File: src/rtl/serial_pkg.sv
// Shared types and constants for the serial transmitter: FSM state encoding,
// line levels and default bit-period / frame-width settings.
package serial_pkg;

  localparam int DEFAULT_DIVISOR    = 868;
  localparam int DEFAULT_DATA_WIDTH = 8;

  localparam logic START_BIT = 1'b0;
  localparam logic STOP_BIT  = 1'b1;

  typedef enum logic [2:0] {
    S_IDLE   = 3'd0,
    S_START  = 3'd1,
    S_DATA   = 3'd2,
    S_PARITY = 3'd3,
    S_STOP   = 3'd4
  } state_t;

  // Counter width for a modulus n, never narrower than one bit.
  function automatic int cnt_width(input int n);
    return (n > 1) ? $clog2(n) : 1;
  endfunction

endpackage

File: src/rtl/baud_gen.sv
// Bit-period timer: counts 0..DIVISOR-1 and flags the final cycle of each period.
// Held at zero while i_clr is high so a new frame always starts a full period.
module baud_gen
  import serial_pkg::*;
#(
  parameter int DIVISOR = DEFAULT_DIVISOR
) (
  input  logic i_clk,
  input  logic i_rst,
  input  logic i_clr,
  output logic o_tick
);

  localparam int            CW   = cnt_width(DIVISOR);
  localparam logic [CW-1:0] LAST = CW'(DIVISOR - 1);

  logic [CW-1:0] r_cnt;
  logic          w_last;

  assign w_last = (r_cnt == LAST);

  always_ff @(posedge i_clk) begin
    if (i_rst || i_clr || w_last) begin
      r_cnt <= '0;
    end else begin
      r_cnt <= r_cnt + 1'b1;
    end
  end

  assign o_tick = w_last;

endmodule

File: src/rtl/serial_tx.sv
// UART-style transmitter: start bit, DATA_WIDTH data bits LSB first, stop bit.
// Define SERIAL_TX_PARITY_EN to insert an even parity bit before the stop bit.
module serial_tx
  import serial_pkg::*;
#(
  parameter int DIVISOR    = DEFAULT_DIVISOR,
  parameter int DATA_WIDTH = DEFAULT_DATA_WIDTH
) (
  input  logic                  clk_in,
  input  logic                  rst_in,
  input  logic [DATA_WIDTH-1:0] data_in,
  input  logic                  valid_in,
  output logic                  ready_out,
  output logic                  tx_out,
  output logic                  busy_out
);

  localparam int            IW       = cnt_width(DATA_WIDTH);
  localparam logic [IW-1:0] LAST_BIT = IW'(DATA_WIDTH - 1);

  state_t                r_state;
  state_t                w_state_nxt;
  logic [DATA_WIDTH-1:0] r_shift;
  logic [DATA_WIDTH-1:0] w_shift_nxt;
  logic [IW-1:0]         r_bit_idx;
  logic [IW-1:0]         w_bit_idx_nxt;
  logic                  r_tx;
  logic                  w_tx_nxt;
  logic                  w_idle;
  logic                  w_tick;
`ifdef SERIAL_TX_PARITY_EN
  logic                  r_parity;
  logic                  w_parity_nxt;
`endif

  assign w_idle = (r_state == S_IDLE);

  // Timer is parked while idle, so every frame begins with a full start bit.
  baud_gen #(
    .DIVISOR (DIVISOR)
  ) u_baud_gen (
    .i_clk  (clk_in),
    .i_rst  (rst_in),
    .i_clr  (w_idle),
    .o_tick (w_tick)
  );

  always_ff @(posedge clk_in) begin
    if (rst_in) begin
      r_state   <= S_IDLE;
      r_shift   <= '0;
      r_bit_idx <= '0;
      r_tx      <= STOP_BIT;
`ifdef SERIAL_TX_PARITY_EN
      r_parity  <= 1'b0;
`endif
    end else begin
      r_state   <= w_state_nxt;
      r_shift   <= w_shift_nxt;
      r_bit_idx <= w_bit_idx_nxt;
      r_tx      <= w_tx_nxt;
`ifdef SERIAL_TX_PARITY_EN
      r_parity  <= w_parity_nxt;
`endif
    end
  end

  always_comb begin
    w_state_nxt   = r_state;
    w_shift_nxt   = r_shift;
    w_bit_idx_nxt = r_bit_idx;
`ifdef SERIAL_TX_PARITY_EN
    w_parity_nxt  = r_parity;
`endif

    case (r_state)
      S_IDLE: begin
        if (valid_in) begin
          w_state_nxt   = S_START;
          w_shift_nxt   = data_in;
          w_bit_idx_nxt = '0;
`ifdef SERIAL_TX_PARITY_EN
          // Parity is captured up front because the shift register drains.
          w_parity_nxt  = ^data_in;
`endif
        end
      end
      S_START: begin
        if (w_tick) begin
          w_state_nxt = S_DATA;
        end
      end
      S_DATA: begin
        if (w_tick) begin
          w_shift_nxt = r_shift >> 1;
          if (r_bit_idx == LAST_BIT) begin
            w_bit_idx_nxt = '0;
`ifdef SERIAL_TX_PARITY_EN
            w_state_nxt   = S_PARITY;
`else
            w_state_nxt   = S_STOP;
`endif
          end else begin
            w_bit_idx_nxt = r_bit_idx + 1'b1;
          end
        end
      end
`ifdef SERIAL_TX_PARITY_EN
      S_PARITY: begin
        if (w_tick) begin
          w_state_nxt = S_STOP;
        end
      end
`endif
      S_STOP: begin
        if (w_tick) begin
          w_state_nxt = S_IDLE;
        end
      end
      default: begin
        w_state_nxt = S_IDLE;
      end
    endcase

    // The line level is decoded from the next state so tx_out is a pure flop.
    case (w_state_nxt)
      S_START:  w_tx_nxt = START_BIT;
      S_DATA:   w_tx_nxt = w_shift_nxt[0];
`ifdef SERIAL_TX_PARITY_EN
      S_PARITY: w_tx_nxt = w_parity_nxt;
`endif
      default:  w_tx_nxt = STOP_BIT;
    endcase
  end

  assign tx_out    = r_tx;
  assign ready_out = w_idle;
  assign busy_out  = ~w_idle;

endmodule

File: config.mk
export PLATFORM = sky130hd
export DESIGN_NAME = serial_tx
export DESIGN_NICKNAME = d
export VERILOG_FILES = /design/src/rtl/serial_pkg.sv /design/src/rtl/baud_gen.sv /design/src/rtl/serial_tx.sv
export SDC_FILE = /design/constraint.sdc
export NUM_CORES = 1
export LEC_CHECK = 0
export CAP_MARGIN = 10
export CORE_MARGIN = 2
export CORE_UTILIZATION = 53
export CTS_CLUSTER_DIAMETER = 50
export CTS_CLUSTER_SIZE = 24
export DETAILED_ROUTE_END_ITERATION = 10
export GPL_ROUTABILITY_DRIVEN = 0
export HOLD_SLACK_MARGIN = 0.02
export MAX_ROUTING_LAYER = met4
export PLACE_DENSITY = 0.87
export RECOVER_POWER = 25
export SKIP_LAST_GASP = 1
export SYNTH_ARGS = -nofsm -noshare
export SYNTH_HDL_FRONTEND = slang
export SYNTH_SLANG_ARGS = --single-unit
File: constraint.sdc
create_clock -name clk_in -period 1.9 [get_ports clk_in]
set_clock_uncertainty 0.1 [all_clocks]
set_input_delay 0.38 -clock clk_in [delete_from_list [all_inputs] [get_ports clk_in]]
set_output_delay 0.38 -clock clk_in [all_outputs]
set_load 0.03 [all_outputs]
### Yosys cells after proc, flatten, opt, wreduce, memory -nomap -nowiden

Index checks and enable logic that the tools add are counted.

* input port bits: 11
* word-level logic and storage cells: 37
* register bits: 25
* output and inout port bits: 3

* add/subtract/negate cells: 2
* reduce and logical (&&, ||, !) cells: 5
* muxes and demuxes: 14
* eq/ne operators: 9
* bitwise operators: 1

Operators with widths (number)
* 2-to-1 mux 3 bit: 8
* 2-to-1 mux 8 bit: 2
* one-hot mux 8 bit (2 select lines): 1
* one-hot mux 3 bit (4 select lines): 1
* adder 10 x 1 -> 10 bit (second input constant): 1
* == test 10 bit (second input constant): 1
* == test 3 x 1 -> 1 bit (second input constant): 2
* == test 3 x 2 -> 1 bit (second input constant): 2
* == test 3 bit (second input constant): 2
* one-hot mux 3 bit (2 select lines): 1
* adder 3 x 1 -> 3 bit (second input constant): 1
* logical NOT 3 bit: 1
* AND reduction 3 bit: 1
* logical OR 1 bit: 2
* != test 2 x 1 -> 1 bit (second input constant): 1
* != test 2 bit (second input constant): 1
* one-hot mux 1 bit (2 select lines): 1
* nonzero test 2 bit: 1
* inverter 1 bit: 1

### Logic depth before layout (Yosys ltp)

Gate-level depths: netlist of the first run.

* depth in word-level cells: 6
* mapped depth: 6
* depth with buffers taken out: 5

### Cells and area by module

From an unflattened synthesis of the first run, not the netlist that was laid out.

* cells, all modules: 137
* area total of the unflattened synthesis: 1206.2 um2

Modules (own cells, without submodules)
* serial_tx: area an instance 752.0 um2, instances 1, sequential area each 300.3 um2, cells each 84
* baud_gen: area an instance 454.2 um2, instances 1, sequential area each 200.2 um2, cells each 53

### Worst setup path before layout of the first run

OpenSTA, ideal clock, no wires.

* kind: register to register
* start: register r_state[2]
* end: register r_bit_idx[0]
* setup slack: 0.201 ns
* path buffers: 1
* arrival: 1.529 ns
* required time: 1.730 ns
* clock period less this slack: 1.699 ns
* setup time: 0.070 ns
* stages on the path, launching flop included: 6
* cells stage by stage: dfxtp_1 nor3_2 and2_1 buf_4 o211ai_1 a21oi_1

* longest elaborated chain between the ends: 3
* elaborated cells on any way between the ends: 7
* those cells by class: 3 x eq/ne; 1 x mux; 3 x reduce/logical

Ends and longest elaborated chain
* from (decl): line serial_tx.sv:21 `state_t r_state;`
* from (signal assigned): line serial_tx.sv:58 `r_state <= w_state_nxt;`
* logical NOT 3 bit *
* net ready_out: line serial_tx.sv:13 `output logic ready_out,`
* != test 2 bit (no line) or nonzero test 2 bit (tied branches)
* AND reduction 3 bit (no line)
* to (signal assigned): line serial_tx.sv:60 `r_bit_idx <= w_bit_idx_nxt;`
* to (decl): line serial_tx.sv:25 `logic [IW-1:0] r_bit_idx;`

The timed path passes the listed nets; every way through them passes the cells marked *.
A chain may end at the register's enable or synchronous reset.

### Final worst setup path of the first run

* start: register r_state[1]
* end: output port ready_out

* longest elaborated chain between the ends: 1

Ends and longest elaborated chain
* logical NOT 3 bit: line serial_tx.sv:36 `assign w_idle = (r_state == S_IDLE);`
* to (decl): line serial_tx.sv:13

No other way between the ends.

==> results.cfg, run 1 <==
[status]
status = finished, final reports clean

[synth]
synth_ff_type = dfxtp_1
synth_warnings = 0
synth.top_cell.area_share = 0.439
ys_seq_area_frac = 0.439
syn_area_sq_um = 1140
synth_cells = 125
synth_cell_types = 32
async_flop_share = 0
synth_area_leaders = dfxtp_1 (44%), nand3_1 (6.1%), a21oi_1 (5.3%), xnor2_1 (4.6%), nor2_1 (4.3%)
synth_top_area_cell = dfxtp_1
ys_ff_latch = 25
synth_edf_count = 0
syn_area_per_cell_sq_um = 9.12
synth_nets = 139

[clock_tree]
htreeDepth = 1
clock_sinks = 25
cts_buffers = 3
cts_tree = yes
root_buffer = clkbuf_4
post-cts-setup-buffers = 0
clockBufferDepth = 2
clk_latency_ps = 320
clkSlewWorstSetupHoldPaths_ps = 130

[floorplanning]
die_area_sq_um = 2540
core_area_sq_um = 2000
die_h_um = 50.4
io_pins = 14
rows = 16
die_w_um = 50.4
initial_core_util = 0.569

[place]
io_buffers = 13
dp.cells = 164

[sta]
relSlewSlack = 0.710
period_needed_ps = 1850
worst_slew_pin_slew_ps = 434
fmax_ghz = 0.539
hold_violations = 0
layout_worst_path_cycle_share = 0.976
setup_viol = 0
fin_tns_setup_ps = 0
maxSlewViolCount = 0
rsz0062_at_grt = true

[detailed_routing]
drt-total-wl_mm = 2.24
drtIter0Drc = 17
ant_nets = 0
avgViaCountPerCell = 5.64
wl_per_cell_um = 13.3
drc_errors = 0
num_vias = 947
drtPass1Iterations = 4

[finish]
num_antenna_cells = 0
area_delta_synth_final_pct = 17.5
nNetsFinal = 156
drive_gt1_frac = 0.135
stdcell_count = 168

[setup_path]
critPathArrivalTime_ps = 1370
cp_max_fo = 5
cp-end-kind = output port
rr_worst_depth = 4
critPathKind = flop to output port
crit_path_start_kind = flop
required_ps = 1420

[pwr]
peakVddDrop_uv = 478
powerDensity_nw_per_um2 = 665
power.leakage_nw = 0.454

[worst_hold_path]
hold_class = flop to flop
hold_depth = 1

[global_routing]
antenna_found_initial = 0
grt_max_degree = 15
grt.total_usage = 0.205
grt_pass1_vias = 863
grt_pass1_wl_mm = 3.85
gr-total-overflow = 0

[flow_run]
maxCapViolations = 0
-- logic make-up after synthesis --
| kind of cell | share of synthesized area |
|---|---|
| fa+ha+maj | 0.0329 |
| buf+inv | 0.0395 |
| xor+xnor | 0.0615 |
| compound gates | 0.157 |
| simple gates | 0.270 |
| flops | 0.439 |
-- cell usage in the layout, fill, tap and decap left out, types with 2 or more instances in the layout --
master	Yosys	layout
nor3_4	1	2
inv_1	3	3
nor3_1	3	3
a22oi_1	6	6
dfxtp_1	25	24
ha_1	3	2
o211ai_1	3	3
or3_1	2	2
xnor2_1	6	6
buf_4	3	5
nand3_1	14	14
nand4_1	2	2
a21oi_1	12	12
clkdlybuf4s50_1	0	11
nor2_1	13	13
xor2_1	2	2
and2_1	3	2
clkbuf_4	0	3
nand2_1	7	7
-- path summary, 6_finish.rpt --
| check | from | endpoint | slack, ps |
|---|---|---|---|
| worst max register to register | u_baud_gen.r_cnt[7]$_SDFF_PP0_ | u_baud_gen.r_cnt[7]$_SDFF_PP0_ | 120 |
| worst max-delay path | r_state[1]$_SDFF_PP0_ | ready_out | 50 |
| worst min register to register | u_baud_gen.r_cnt[0]$_SDFF_PP0_ | u_baud_gen.r_cnt[0]$_SDFF_PP0_ | 340 |
| worst min-delay path | u_baud_gen.r_cnt[0]$_SDFF_PP0_ | u_baud_gen.r_cnt[0]$_SDFF_PP0_ | 340 |
-- flip-flops by register name (all words and copies together), names as in the netlist --
| name | flops |
|---|---|
| u_baud_gen.r_cnt | 10 |
| tx_out | 1 |
| r_state | 3 |
| r_shift | 8 |
| r_bit_idx | 3 |
-- cells in the mapped netlist, types with 2 or more instances --
library cell / instances
dfxtp_1: 25
nand3_1: 14
nor2_1: 13
a21oi_1: 12
nand2_1: 7
a22oi_1: 6
xnor2_1: 6
and2_1: 3
buf_4: 3
clkbuf_1: 3
ha_1: 3
inv_1: 3
nor3_1: 3
o211ai_1: 3
nand4_1: 2
or3_1: 2
xor2_1: 2
-- final cells by class --
type | instances | area, sq um
clock buffers | 4 | 26.3
fillers | 166 | 663
inverters | 3 | 11.3
multi-input cells | 91 | 604
flip-flops and latches | 25 | 502
well taps | 27 | 33.8
repair buffers | 18 | 161
-- layer usage --
layer / track usage / vias to the layer above / share of wire
li1: - / 483 / -
met1: 0.256 / 436 / 0.46
met2: 0.331 / 23 / 0.49
met3: 0.0357 / 5 / 0.035
met4: 0.0811 / 0 / 0.018
met5: - / - / 0
-- worst max-delay path: stages (launching register included) --
cell           delay (ps)
dfxtp_1               390
nor3_4                240
dlygate4sd2_1         430
-- metrics by stage --
step	setup WS, ps	power (mW)	cell area (sq um)	utilization	hold WS (ps)
after floorplan	201	0.618	1140	-	330
after global placement	138	0.658	1310	0.653	343
after detailed placement	78.8	0.663	1310	0.653	354
after CTS	-1.09	0.896	1330	0.665	381
after global routing	-19.1	0.928	1340	0.669	374
final	46.0	0.890	1340	0.669	342
-- power breakdown --
part / internal, mW / switching (mW)
Clock: 0.0823 / 0.158
Sequential: 0.540 / 0.0114
Combinational: 0.0457 / 0.0524
Total: 0.668 / 0.222
-- timing repair --
action / 4_1_cts / 5_1_grt
gates resized for setup: 2 / 6
setup endpoints to repair: 2 / 17
hold buffers: 0 / 0
pin swaps: 0 / 0
cloned: 0 / 0
No activity file was read; power rests on OpenSTA's default activity.
==> run 2: changes to the inputs <==
--- a/config.mk
+++ b/config.mk
@@ -6,7 +6,7 @@
 export NUM_CORES = 1
 export LEC_CHECK = 0
 export CAP_MARGIN = 10
-export CORE_MARGIN = 2
+export CORE_MARGIN = 8
 export CORE_UTILIZATION = 53
 export CTS_CLUSTER_DIAMETER = 50
 export CTS_CLUSTER_SIZE = 24
@@ -15,8 +15,9 @@
 export HOLD_SLACK_MARGIN = 0.02
 export MAX_ROUTING_LAYER = met4
 export PLACE_DENSITY = 0.87
-export RECOVER_POWER = 25
+export RECOVER_POWER = 100
 export SKIP_LAST_GASP = 1
+export SLEW_MARGIN = 40
 export SYNTH_ARGS = -nofsm -noshare
 export SYNTH_HDL_FRONTEND = slang
 export SYNTH_SLANG_ARGS = --single-unit
==> run 2 against run 1 <==
- power is 0.46% lower
- combinational power is 5% higher
- register-to-register slack better by 20 ps
- sequential share of layout area is 0.11 points higher
- die area is 53% higher
- maximum frequency is 3.1% higher
- core utilization is 0.19 points lower
- sequential power hardly changed
- critical path depth is 1 lower
- non-clock buffer count is 1 higher
- final cell count is 0.60% higher
- global-route usage is 7.4 points lower
- largest cell class unchanged
- largest power group unchanged
- highest routed layer unchanged
==> results.cfg, run 2 (synthesis gave the netlist of run 1 again) <==
[setup_path]
cp_top_family = buffers and inverters
crit_path_max_incr_delay_ps = 660
cp-startpoint = tx_out$_SDFF_PP1_
r2r_slack_ps = 140
crit_buf_inv = 1
crit_chain = clkdlybuf4s50_1
critPathKind = flop to output port
cp_max_fo = 1
required_ps = 1420
cp-end-kind = output port
cp_slowest_cell = clkdlybuf4s50_1
critPathArrivalTime_ps = 1320
crit_path_start_kind = flop
reg2reg_from = u_baud_gen.r_cnt[1]$_SDFF_PP0_

[finish]
area_delta_synth_final_pct = 17.1
nNetsFinal = 157
final_cell_mix = dfxtp_1 (24), nand3_1 (14), nor2_1 (13)
largest_reg_flops = 10
layout_commonest_cell = dfxtp_1
final_area_sq_um = 1340
top_regs = u_baud_gen.r_cnt (10), r_shift (8)
num_antenna_cells = 0
top_register = u_baud_gen.r_cnt
drive_gt1_frac = 0.134

[floorplanning]
initial_core_util = 0.569
die_h_um = 62.4
rows = 16
core_area_sq_um = 2000
io_pins = 14
die_area_sq_um = 3890
die_w_um = 62.4

[clock_tree]
clk_latency_ps = 330
clkSlewWorstSetupHoldPaths_ps = 130
clock_sinks = 25
htreeDepth = 1
cts_buffers = 3
holdBufCountCts = 0
cts_tree = yes
clockBufferDepth = 2
root_buffer = clkbuf_4

[sta]
layout_worst_path_cycle_share = 0.947
worst_slew_pin_slew_ps = 434
hold_violations = 0
rsz0062_at_grt = false
fmax_ghz = 0.556
setup_viol = 0
whs_ps = 340
setup_ws_ps = 101
fin_tns_setup_ps = 0
maxSlewViolCount = 0
period_needed_ps = 1800
relSlewSlack = 0.710

[global_routing]
grt_pass1_wl_mm = 4.13
gr-total-overflow = 0
grt_max_degree = 15
antenna_found_initial = 0
grt_pass1_vias = 951
grt.total_usage = 0.131

[detailed_routing]
num_vias = 983
drtIter0Drc = 21
drt-total-wl_mm = 2.37
drc_errors = 0
drtPass1Iterations = 4
ant_nets = 0
wl_per_cell_um = 14.0
avgViaCountPerCell = 5.82

[place]
placed_cell_area_sq_um = 1320
io_buffers = 13
dp_slack_ps = 77.9
dp_hpwl_mm = 1.82

[pwr]
swShare = 0.247
power_switching_uw = 219
power_frac_seq = 0.620
power_frac_comb = 0.116
p_clk_frac = 0.263
intPower_uw = 667
power.leakage_nw = 0.454
totalPowerFinal_uw = 886
peakVddDrop_uv = 575
powerDensity_nw_per_um2 = 664

[worst_hold_path]
hold_class = flop to flop
min_from = u_baud_gen.r_cnt[0]$_SDFF_PP0_

[flow_run]
maxCapViolations = 0

[status]
status = finished, final reports clean
## run 2: power by group through the flow
stage | Clock (mW) | Sequential [mW] | Combinational (mW)
global placement | 0 | 0.559 | 0.102
floorplan | 0 | 0.564 | 0.0539
finish | 0.233 | 0.550 | 0.103
detailed placement | 0 | 0.561 | 0.106
global route | 0.267 | 0.551 | 0.114
CTS | 0.242 | 0.550 | 0.105
## run 2: layer usage
metal,vias up,share of wire,GRT usage
li1,489,-,-
met1,472,0.44,0.136
met2,17,0.51,0.226
met3,5,0.030,0.0269
met4,0,0.022,0.0741
met5,-,0,-
## run 2: worst paths after layout
kind,cells after the start,to
max,1,tx_out
min,1,u_baud_gen.r_cnt[0]$_SDFF_PP0_
max reg2reg,5,r_state[2]$_SDFF_PP0_
min reg2reg,1,u_baud_gen.r_cnt[0]$_SDFF_PP0_
## run 2: timing repair
| item | 4_1_cts | 5_1_grt |
|---|---|---|
| buffers inserted | 0 | 0 |
| gates resized for setup | 3 | 7 |
| endpoints found under the setup margin | 2 | 9 |
## run 2: through the flow
step / utilization / std cells
3_5_place_dp: 0.657 / 165
4_1_cts: 0.673 / 169
2_1_floorplan: - / 125
6_report: 0.667 / 169
3_3_place_gp: 0.657 / 165
5_1_grt: 0.667 / 169
## run 2: area by class of cell
class	count	area, sq um
multi-input combinational	91	603
timing repair buffer	19	158
sequential	25	502
fill	161	667
clock buffer	3	22.5
inverter	3	11.3
tap	27	33.8
clock inverter	1	5.00
==> variant (flow settings as in run 2) <==
Take the reset off `r_shift` and load it in a clocked block of its own.
--- a/src/rtl/serial_tx.sv
+++ b/src/rtl/serial_tx.sv
@@ -49,5 +49,4 @@
     if (rst_in) begin
       r_state   <= S_IDLE;
-      r_shift   <= '0;
       r_bit_idx <= '0;
       r_tx      <= STOP_BIT;
@@ -57,5 +56,4 @@
     end else begin
       r_state   <= w_state_nxt;
-      r_shift   <= w_shift_nxt;
       r_bit_idx <= w_bit_idx_nxt;
       r_tx      <= w_tx_nxt;
@@ -64,4 +62,8 @@
 `endif
     end
+  end
+
+  always_ff @(posedge clk_in) begin
+    r_shift <= w_shift_nxt;
   end
 
Check against the original RTL: no difference found for any inputs over 10 cycles, from zero or initial values and one cycle with rst_in high; that may be too few to reach the edited logic, so the function may still have changed.
==> variant against run 2 <==
  * The run now ends with negative setup slack left
  * Sequential power grew 4.4%
  * Critical path depth grew 4
  * Utilization grew 13 points
  * Cell area grew 17%
  * Area after synthesis shrank 3.8%
  * Wire length grew 14%
  * Count of clock-buffer cells in the layout is the same
  * Via count shrank 4.8%
  * Register-to-register slack lost 240 ps
  * Final cell count grew 1.8%
  * Synthesized cell count shrank 15%
  * Total power grew 9.4%
  * Setup slack lost 200 ps
  * Sequential cell count is the same
  * Largest cell class is now registers
  * Highest routed layer unchanged
==> variant: results (changes against run 2) <==
| Metric | Value |
|---|---|
| Status | complete, but fails checks |
| Violated checks | negative setup slack |
| Pre-CTS setup slack | -39.5 ps (-117 ps) |
| Inverters | 5 (+2) |
| Number of signal-net buffers in the layout | 37 (+18) |
| Pre-antenna DRT Iters | 4 (unchanged) |
| Post-synthesis sequential area ratio | 52.1% (+8.1 points) |
| Worst voltage drop across the vdd grid | 0.000647 V (+12%) |
| Clock-pin slew on the worst setup and hold paths | 150 ps (+20 ps) |
| Top post-synthesis cells by count | 18 x sky130_fd_sc_hd__dfxtp_1, 14 x sky130_fd_sc_hd__nor2_1, 7 x sky130_fd_sc_hd__edfxtp_1 |
| Fraction of final layout cells sized beyond drive strength 1 | 38.6% (+25 points) |
| Top cells by area in the synthesized netlist | sky130_fd_sc_hd__dfxtp_1 33%, sky130_fd_sc_hd__edfxtp_1 19%, sky130_fd_sc_hd__nor2_1 4.8% |
| Non-Filler Instances | 172 (+1.8%) |
| Share of synthesized flip-flops with an asynchronous set or reset | 0% (unchanged) |
| Clock buffer and inverter area fraction after layout | 2.01% (-0.052 points) |
| Count of distinct cell types in the synthesized netlist | 34 (+6.3%) |
| DPL Wire Length | 1.70 mm (-6.8%) |
| Clk_buf instances | 3 (unchanged) |
| Path type of the worst min-delay path | flip-flop to flip-flop |
| Global-route usage over all layers | 14.6% (+1.5 points) |
| Maximum number of pins on one net before global-route repair | 17 (+2) |
| Pin slew with the least headroom to its limit | 328 ps (-106 ps) |
| EDFF count, synth | 7 (+7) |
| Clk Latency, worst-skew pair | 340 ps |
| Synthesized area divided by synthesized cell count | 10.3 µm² (+13%) |
| Total of endpoints with negative setup slack in the final report | 2 (+2) |
| Sequential cell area | 582 µm² (+16%) |
| Number of placed instances with taps included | 159 (-3.6%) |
| Wire length of the first global-routing pass | 3.91 mm (-5.2%) |
| Main synth FF type | sky130_fd_sc_hd__dfxtp_1 |
| Number of buffers on the longest clock path | 2 (unchanged) |
| Quantity of I/O buffers inserted on ports | 13 (unchanged) |
| Vias/cell | 5.44 (-6.4%) |
| Number of nets in the synthesized netlist | 120 (-14%) |
| Number of sinks handled by clock tree synthesis | 25 (unchanged) |
| CP Data Arrival Time | 2190 ps (+870 ps) |
| Post-route worst setup slack | -101 ps (-202 ps) |
| Multi-input combinational gate total | 74 (-19%) |
| Sequential share of cell area | 37.4% (-0.20 points) |
| Proportion of cell area occupied by multi-input gates | 37.4% (-7.8 points) |
| H-tree depth | 1 (unchanged) |
| Standby leakage power | 0.000607 µW (+34%) |
| Vias in the first global route | 876 (-7.9%) |
| Overall routed net length | 2.70 mm (+14%) |
| Highest net fanout along the worst path | 3 (+2) |
| Net switching power figure | 245 µW (+12%) |
| Count of yosys warnings during synthesis | 0 (unchanged) |
| Clock root buffer master | sky130_fd_sc_hd__clkbuf_4 |
| Fill count | 121 (-25%) |
| Final-layout non-clock buffer area share | 19.9% (+8.0 points) |
| Placed Instance Area | 1380 µm² (+4.9%) |
| Initial drt markers | 16 (-24%) |
-- variant: cell count changes after synthesis, moves of 3 or more --
| cell | before | now |
|---|---|---|
| sky130_fd_sc_hd__a21oi_1 | 12 | 3 |
| sky130_fd_sc_hd__dfxtp_1 | 25 | 18 |
| sky130_fd_sc_hd__edfxtp_1 | 0 | 7 |
| sky130_fd_sc_hd__a22oi_1 | 6 | 1 |
| sky130_fd_sc_hd__a22o_1 | 0 | 6 |
| sky130_fd_sc_hd__buf_4 | 3 | 0 |
| sky130_fd_sc_hd__nand3_1 | 14 | 6 |
| sky130_fd_sc_hd__o211ai_1 | 3 | 0 |
-- variant: path summary, 6_finish.rpt --
kind	startpoint	to	depth (start not counted)
setup / recovery	u_baud_gen.r_cnt[2]	r_bit_idx[0]	5
hold / removal	r_bit_idx[1]	r_bit_idx[1]	2
setup reg to reg	u_baud_gen.r_cnt[2]	r_bit_idx[0]	5
hold reg to reg	r_bit_idx[1]	r_bit_idx[1]	2
-- variant: kinds of logic after synthesis --
kind of cell / Yosys count / share of synthesized area [%]
and+or+nand+nor: 49 / 25.8
buffers and inverters: 7 / 2.51
DFF: 25 / 52.1
AOI/OAI and AO/OA: 14 / 9.82
xor gates and xnor gates: 8 / 6.39
adders and majority gates: 3 / 3.43
-- variant: metal layers --
| layer | up-vias | track usage (%) | wire length, µm |
|---|---|---|---|
| met2 | 26 | 23.9 | 1400 |
| met4 | 0 | 5.19 | 34 |
| met5 | - | - | 0 |
| met3 | 6 | 6.26 | 148 |
| li1 | 457 | - | - |
| met1 | 447 | 15.4 | 1120 |
-- variant: what timing repair did --
action	in CTS	in global routing
setup endpoints to repair	12	12
pin swaps	5	12
hold endpoints to repair	0	0
resized for setup	10	18
setup buffers	2	8
-- variant: power groups by stage --
stage | Sequential, µW | Combinational (µW) | Clock [µW]
finish | 574 | 134 | 262
global route | 577 | 143 | 291
CTS | 575 | 116 | 271
detailed placement | 586 | 110 | 0
global placement | 586 | 107 | 0
floorplan | 590 | 48.7 | 0
-- variant: worst max-delay path: stages (launching register included) --
cell and delay [ps]:
sky130_fd_sc_hd__dfxtp_2 350, sky130_fd_sc_hd__or3_4 400, sky130_fd_sc_hd__nor4_4 340, sky130_fd_sc_hd__nor2_2 110, sky130_fd_sc_hd__or4_4 500, sky130_fd_sc_hd__a21oi_2 140
-- variant: metrics by stage --
step           setup TNS [ps]  hold WS [ps]  utilization (%)
2_1_floorplan            -264           330                -
3_3_place_gp            -76.3           344             70.3
3_5_place_dp             -204           361             70.3
4_1_cts                 -15.0           381             72.9
5_1_grt                  -415           420             79.3
6_report                 -160           386             79.3
